$ cat src/rtl/song_sequencer.sv
// song_sequencer: walks one song in a synchronous song ROM and issues one
// note load per entry. The note lasts for the entry's duration in beats.
// Ports:
//   clk, reset (async, active high), play (run/pause level),
//   song_select (read only when a song starts), beat (one-cycle tick),
//   rom_addr = {song, idx}, rom_data (valid one cycle after rom_addr),
//   note_to_load / weight (held until the next load), load_new_note,
//   note_done, song_done (one-cycle pulses), note_play_enable, busy.
module song_sequencer #(
    parameter int SONG_W = 2,
    parameter int IDX_W  = 5,
    parameter int DUR_W  = 6
) (
    input  logic                    clk,
    input  logic                    reset,
    input  logic                    play,
    input  logic [SONG_W-1:0]       song_select,
    input  logic                    beat,
    output logic [SONG_W+IDX_W-1:0] rom_addr,
    input  logic [15:0]             rom_data,
    output logic [5:0]              note_to_load,
    output logic [1:0]              weight,
    output logic                    load_new_note,
    output logic                    note_done,
    output logic                    note_play_enable,
    output logic                    song_done,
    output logic                    busy
);

    typedef enum logic [2:0] {
        S_IDLE,
        S_FETCH,
        S_DECODE,
        S_PLAY,
        S_NOTE_END,
        S_ADVANCE,
        S_SONG_END
    } state_t;

    state_t             r_state;
    state_t             w_next;

    logic [SONG_W-1:0]  r_song;
    logic [IDX_W-1:0]   r_idx;
    logic [DUR_W-1:0]   r_cnt;
    logic [5:0]         r_note;
    logic [1:0]         r_weight;
    logic               r_load;
    logic               r_armed;

    logic               w_eos;
    logic [1:0]         w_weight;
    logic [5:0]         w_note;
    logic [DUR_W-1:0]   w_dur;
    logic               w_tick;
    logic               w_unused_bit;

    assign w_eos        = rom_data[15];
    assign w_weight     = rom_data[14:13];
    assign w_note       = rom_data[12:7];
    assign w_dur        = rom_data[DUR_W:1];
    assign w_unused_bit = rom_data[0];

    // A beat only counts while play is high; otherwise the note is paused.
    assign w_tick = beat && play;

    always_ff @(posedge clk or posedge reset) begin
        if (reset) begin
            r_state <= S_IDLE;
        end else begin
            r_state <= w_next;
        end
    end

    always_comb begin
        w_next = r_state;
        case (r_state)
            S_IDLE: begin
                if (play && r_armed) begin
                    w_next = S_FETCH;
                end
            end
            S_FETCH: begin
                w_next = S_DECODE;
            end
            S_DECODE: begin
                if (w_eos) begin
                    w_next = S_SONG_END;
                end else if (w_dur == '0) begin
                    w_next = S_ADVANCE;
                end else begin
                    w_next = S_PLAY;
                end
            end
            S_PLAY: begin
                // The counter is never zero here: zero-length entries skip PLAY.
                if (w_tick && (r_cnt == DUR_W'(1))) begin
                    w_next = S_NOTE_END;
                end
            end
            S_NOTE_END: begin
                w_next = S_ADVANCE;
            end
            S_ADVANCE: begin
                if (r_idx == '1) begin
                    w_next = S_SONG_END;
                end else begin
                    w_next = S_FETCH;
                end
            end
            S_SONG_END: begin
                w_next = S_IDLE;
            end
            default: begin
                w_next = S_IDLE;
            end
        endcase
    end

    always_ff @(posedge clk or posedge reset) begin
        if (reset) begin
            r_song   <= '0;
            r_idx    <= '0;
            r_cnt    <= '0;
            r_note   <= '0;
            r_weight <= '0;
            r_load   <= 1'b0;
            r_armed  <= 1'b1;
        end else begin
            r_load <= (r_state == S_DECODE) && (w_next == S_PLAY);

            // Disarm when a song finishes so a held play does not replay it;
            // any cycle with play low re-arms.
            if ((w_next == S_SONG_END) && (r_state != S_SONG_END)) begin
                r_armed <= 1'b0;
            end else if (!play) begin
                r_armed <= 1'b1;
            end

            case (r_state)
                S_IDLE: begin
                    if (w_next == S_FETCH) begin
                        r_song <= song_select;
                        r_idx  <= '0;
                    end
                end
                S_DECODE: begin
                    if (w_next == S_PLAY) begin
                        r_note   <= w_note;
                        r_weight <= w_weight;
                        r_cnt    <= w_dur;
                    end
                end
                S_PLAY: begin
                    if (w_tick) begin
                        r_cnt <= r_cnt - DUR_W'(1);
                    end
                end
                S_ADVANCE: begin
                    if (w_next == S_FETCH) begin
                        r_idx <= r_idx + IDX_W'(1);
                    end
                end
                S_SONG_END: begin
                    r_idx <= '0;
                end
                default: begin
                end
            endcase
        end
    end

    assign rom_addr         = {r_song, r_idx};
    assign note_to_load     = r_note;
    assign weight           = r_weight;
    assign load_new_note    = r_load;
    assign note_done        = (r_state == S_NOTE_END);
    assign song_done        = (r_state == S_SONG_END);
    assign busy             = (r_state != S_IDLE);
    assign note_play_enable = play && busy;

endmodule

$ cat config.mk
export PLATFORM = sky130hd
export DESIGN_NAME = song_sequencer
export DESIGN_NICKNAME = d
export VERILOG_FILES = /design/src/rtl/song_sequencer.sv
export SDC_FILE = /design/constraint.sdc
export NUM_CORES = 1
export LEC_CHECK = 0
export ABC_AREA = 1
export BUFFER_PORTS_ARGS = -buffer_cell sky130_fd_sc_hd__buf_2
export CAP_MARGIN = 25
export CORE_MARGIN = 4
export CORE_UTILIZATION = 45
export DETAILED_ROUTE_END_ITERATION = 6
export PLACE_DENSITY_LB_ADDON = 0.2
export SLEW_MARGIN = 20
export SYNTH_ARGS = -nofsm -noshare
export SYNTH_HDL_FRONTEND = slang
export SYNTH_SLANG_ARGS = --single-unit
$ cat constraint.sdc
create_clock -name clk -period 2.2 [get_ports clk]
set_input_delay 0.33 -clock clk [delete_from_list [all_inputs] [get_ports clk]]
set_output_delay 0.33 -clock clk [all_outputs]
set_load 0.05 [all_outputs]
==> impl_metrics.toml, run 1 <==
[power]
p_seq_frac = 0.306
irDropWorstVdd_v = 0.00107
p_int_uw = 1210
p_sw_frac = 0.544
power_leakage_uw = 0.000969
clkPwrFrac = 0.094
powerDensity_nw_per_um2 = 1500
total_power_uw = 2640
pwr-share-comb = 0.601
p_switching_uw = 1440

[placement]
portBuffers = 40
hpwl_um = 2430
dpl_cell_area_um2 = 1720
gp_congestion = 0.848

[critical_path]
cpMostUsedCell = "nand2_1"
cp.required_ns = 2.47
critPathMaxFanout = 9
worstSetupPathType = "flop to flop"
slowest_delay_ns = 0.45
cp-end-kind = "flop"
r2r_start = "r_idx[1]"
worst_ep_arrival_time_ns = 2.20
r2r_cells = 11
startpoint = "r_idx[1]"
worst_setup_path_start_kind = "flop"
cp_slowest_cell = "dfrtp_1"
crit_chain = "ha_1, nand2_1, nor2_1, ha_1, o211ai_1, nand2_2, nor2_4, nand2_4, inv_4, nand2_1, nand2_1"

[finish]
fin_nets = 262
area_growth_pct = 21.5
design_area_um2 = 1760
drive_gt1_frac = 0.289
n_antenna_cell = 0
fin_util = 0.576

[drt]
drc_errors = 0
vias = 1293
dr.pass1.iters = 4
wl_per_cell_um = 11.2
viasPerCell = 4.63
wirelength_um = 3120
drtAntennaViolNets = 0
drtIter0Drc = 72

[clocking]
clock-sinks = 26
insertion_delay_ns = 0.32
post_cts_resized = 0
cts-buffers-inserted = 3
cts_tree = "yes"
hold_buffers = 0
post_cts_buffers = 0
cts.clk_slew.worst_paths_ns = 0.15
h-tree-depth = 1
cts_buffer_depth = 2
cts_root_buf = "clkbuf_4"

[worst_hold_path]
hp-class = "input port to asynchronous set/reset pin"

[die]
placementRows = 20
die_h_um = 64.7
pin_count = 42
fp.dieW_um = 64.7
die-area_um2 = 4190
core_area_um2 = 3050
start_util = 0.474

[timing]
worstMarginPinSlew_ns = 0.357
fin_worst_skew_ns = 0.00304
slew_viol_final = 0
relSlewSlack = 0.762
hold_viol = 0
fin_crit_sh = 0.877
fin_crit_ns = 1.93
fmax_mhz = 518
tns_ns = 0
rsz0062_at_grt = "no"
final-setup-viol-count = 0

[yosys]
yosys-top-cells-count = "nand2_1 (64), dfrtp_1 (25), inv_1 (21)"
synth_area_leaders = "dfrtp_1 (43%), nand2_1 (17%), inv_1 (5.4%), nor2_1 (4.9%), ha_1 (3.5%)"
syn_avg_cell_area_um2 = 7.65
synth_seq_cells = 26
synth_area_leader_cell = "dfrtp_1"
yosysSeqAreaShare = 0.451
synth_cell_types = 30
yosysMostFrequentCell = "nand2_1"
synthCells = 189
synth_ff_type = "dfrtp_1"
syn-cell-area_um2 = 1450
syn_nets = 215
yosysWarnings = 0
synth_top_area_frac = 0.433
synthArstFlopShare = 1.00
synth_edf_count = 0

[global_route]
grt_pass1_wl_um = 5710
grt_usage = 0.173
grt_max_degree = 27
grt-ovfl-total = 0
grt_pass1_vias = 1300
antenna_found_initial = 0

[flow_run]
max-cap-violations = 0

[run_status]
outcome = "finished, final reports clean"
==> registers in the layout, indices dropped and copies added (netlist names) <==
signal and count:
r_song 2, weight 2, r_state 3, note_to_load 6, r_idx 5, load_new_note 1, r_armed 1, r_cnt 6
==> cell usage in the layout, fill, tap and decap left out, types with 2 or more instances in the layout <==
cell	n
dfrtp_1	25
nand2_4	2
nand4_1	2
o21ai_0	7
nand2_1	64
o21ai_1	5
buf_4	2
nor2_1	19
nand3_1	9
mux2_2	2
nand2_2	3
nor2_2	3
a21oi_1	4
inv_1	21
ha_1	4
clkbuf_4	3
buf_2	40
inv_2	4
==> cell families after synthesis <==
group	after synthesis	share of synthesized area
xor gates and xnor gates	1	0.00606
muxes	3	0.0225
adders and majority gates	4	0.0346
AOI/OAI and AO/OA	21	0.0805
and+or+nand+nor	108	0.337
DFF	26	0.451
buffers and inverters	26	0.0692
==> per-stage QoR <==
step	setup slack (ns)	hold slack, ns	std cells
floorplan	0.171	0.369	189
finish	0.271	0.0286	279
global placement	0.313	0.405	275
global route	0.0753	0.0455	279
CTS	0.252	0.0289	279
detailed placement	0.284	0.402	275
==> final timing paths <==
| check | end | slack (ns) |
|---|---|---|
| max in group asynchronous | r_armed | 1.88 |
| max reg2reg | note_to_load[1] | 0.27 |
| min reg2reg | note_to_load[2] | 0.49 |
| min in group clk | note_to_load[5] | 0.19 |
| max | note_to_load[1] | 0.27 |
| min | note_to_load[4] | 0.03 |
==> routing by layer <==
metal  global-route usage  share of wire  up-vias  wire length, um
met5                    0              0        -                0
met4               0.0580         0.0067        0               21
met3               0.0364          0.054        2              170
met2                0.273           0.44       31             1380
met1                0.237           0.50      575             1550
li1                     -              -      685                -
==> worst max-delay path, delay by kind of cell (launching register included) <==
family	cells	cell delay [ns]
AND/OR/NAND/NOR	7	0.69
flip-flops	1	0.45
adder cells (fa/ha/maj)	2	0.41
AO/OA/AOI/OAI	1	0.23
buffers and inverters	1	0.12
==> power by group through the flow <==
| stage | Combinational [uW] | Sequential, uW | Clock, uW |
|---|---|---|---|
| 2_1_floorplan | 885 | 1170 | 0 |
| 3_3_place_gp | 1580 | 817 | 0 |
| 3_5_place_dp | 1600 | 814 | 0 |
| 4_1_cts | 1600 | 808 | 256 |
| 5_1_grt | 1770 | 835 | 278 |
| 6_report | 1590 | 808 | 247 |
==> layout make-up <==
| type | instances | area [um2] |
|---|---|---|
| fill | 303 | 1290 |
| multi-input combinational | 137 | 699 |
| sequential | 26 | 652 |
| timing repair buffer | 42 | 215 |
| inverter | 26 | 100 |
| tap | 44 | 55.1 |
| clock buffer | 4 | 36.3 |
Power figures use the tool's default switching activity.
==> run 2, diff against run 1 <==
--- a/config.mk
+++ b/config.mk
@@ -9,7 +9,7 @@
 export BUFFER_PORTS_ARGS = -buffer_cell sky130_fd_sc_hd__buf_2
 export CAP_MARGIN = 25
 export CORE_MARGIN = 4
-export CORE_UTILIZATION = 45
+export CORE_UTILIZATION = 40
 export DETAILED_ROUTE_END_ITERATION = 6
 export PLACE_DENSITY_LB_ADDON = 0.2
 export SLEW_MARGIN = 20
==> constraint.sdc (replaced) <==
create_clock -name clk -period 2.2 [get_ports clk]
set_input_delay 0.33 -clock clk [delete_from_list [all_inputs] [get_ports clk]]
set_output_delay 0.33 -clock clk [all_outputs]
set_load 0.005 [all_outputs]
==> run 2 against run 1 <==
Total power down 15%; largest power group unchanged; critical path type unchanged; sequential cell count is the same; clock skew rose by 0.0030 ns.
==> impl_metrics.toml, run 2 (synthesized netlist as in run 1, its figures left out) <==
[clocking]
h-tree-depth = 1
post_cts_buffers = 0
cts_buffer_depth = 2
post_cts_resized = 0
clock-sinks = 26
cts-buffers-inserted = 3
hold_buffers = 0
insertion_delay_ns = 0.33
cts_root_buf = "clkbuf_4"
cts.clk_slew.worst_paths_ns = 0.14
cts_tree = "yes"

[drt]
wl_per_cell_um = 10.8
viasPerCell = 4.62
drtIter0Drc = 21
wirelength_um = 3030
drc_errors = 0
drtAntennaViolNets = 0
vias = 1294
dr.pass1.iters = 4

[finish]
drive_gt1_frac = 0.282
final_common_cell = "nand2_1"
fin_nets = 261
n_antenna_cell = 0
area_growth_pct = 22.0
seq_area_um2 = 652
fillers = 378
fin_cells = 280
final_cell_mix = "nand2_1 (64), buf_2 (40), dfrtp_1 (25)"
multi_input_area_um2 = 694

[critical_path]
worst_setup_path_start_kind = "flop"
critPathMaxFanout = 6
cp-end-kind = "flop"
worstSetupPathType = "flop to flop"
cp.required_ns = 2.47
worst_ep_arrival_time_ns = 2.23

[global_route]
antenna_found_initial = 0
grt_pass1_vias = 1216
grt_pass1_wl_um = 5080
grt-ovfl-total = 0
grt_max_degree = 27
grt_usage = 0.144

[die]
pin_count = 42
start_util = 0.423
die-area_um2 = 4640
placementRows = 21
core_area_um2 = 3420
die_h_um = 68.1
fp.dieW_um = 68.1

[timing]
fin_crit_sh = 0.891
fmax_mhz = 510
hold_viol = 0
fin_worst_skew_ns = 0.00607
fin_crit_ns = 1.96
worstMarginPinSlew_ns = 0.345
rsz0062_at_grt = "no"
tns_ns = 0
slew_viol_final = 0
final-setup-viol-count = 0
relSlewSlack = 0.770

[worst_hold_path]
hp-class = "input port to asynchronous set/reset pin"

[placement]
hpwl_um = 2420
portBuffers = 40
dp_cells = 276
gp_congestion = 0.775

[power]
irDropWorstVdd_v = 0.000656
powerDensity_nw_per_um2 = 1280
total_power_uw = 2250
power_leakage_uw = 0.000970

[flow_run]
max-cap-violations = 0

[run_status]
outcome = "finished, final reports clean"
==> run 2: changes by cell type in the layout (fill, tap and decap cells not counted), sizes merged <==
cell    change
buf         -1
clkbuf      -1
bufinv      +1
==> run 2: worst paths after layout <==
| check | from | to | slack (ns) | cells after the start |
|---|---|---|---|---|
| max in group asynchronous | reset | r_armed | 1.89 | 3 |
| worst max-delay path | r_idx[0] | r_idx[2] | 0.24 | 11 |
| worst max register to register | r_idx[0] | r_idx[2] | 0.24 | 11 |
| worst min-delay path | reset | r_cnt[5] | 0.02 | 3 |
| worst min register to register | note_to_load[5] | note_to_load[5] | 0.50 | 2 |
| min in group clk | rom_data[14] | weight[1] | 0.18 | 3 |
==> run 2: worst max-delay path: stages (launching register included) <==
cell	delay, ns
dfrtp_1	0.46
ha_1	0.23
nand2_1	0.08
nor2_1	0.05
ha_1	0.21
o211ai_1	0.24
nand2_2	0.11
nor2_4	0.19
nand3_4	0.14
nand2_4	0.10
nand2_1	0.05
nand2_1	0.05
==> run 2: routing by layer <==
| metal | up-vias | global-route usage | share of wire | wire length [um] |
|---|---|---|---|---|
| met5 | - | 0 | 0 | 0 |
| met3 | 4 | 0.0493 | 0.061 | 185 |
| met4 | 0 | 0.0397 | 0.0079 | 24 |
| met1 | 577 | 0.181 | 0.45 | 1360 |
| li1 | 682 | - | - | - |
| met2 | 31 | 0.236 | 0.48 | 1450 |
==> run 2: layout make-up <==
| class | count | share of cell area |
|---|---|---|
| Timing Repair Buffer | 41 | 0.118 |
| Clock buffer | 3 | 0.0128 |
| Multi-Input combinational cell | 137 | 0.394 |
| Clock inverter | 1 | 0.0170 |
| Inverter | 26 | 0.0567 |
| Sequential cell | 26 | 0.370 |
| Tap cell | 46 | 0.0326 |
==> run 2: metrics by stage <==
| step | util | worst slack, ns | cell area, um2 | hold slack, ns |
|---|---|---|---|---|
| 3_3_place_gp | 0.501 | 0.279 | 1710 | 0.401 |
| 2_1_floorplan | - | 0.447 | 1450 | 0.369 |
| 5_1_grt | 0.516 | 0.0808 | 1760 | 0.0367 |
| 3_5_place_dp | 0.501 | 0.245 | 1710 | 0.400 |
| 6_report | 0.516 | 0.240 | 1760 | 0.0160 |
| 4_1_cts | 0.516 | 0.212 | 1760 | 0.0168 |
==> run 2: where the power goes <==
| part | switching, uW | internal (uW) | total (uW) |
|---|---|---|---|
| Combinational | 695 | 417 | 1110 |
| Clock | 145 | 184 | 329 |
| Sequential | 139 | 672 | 811 |
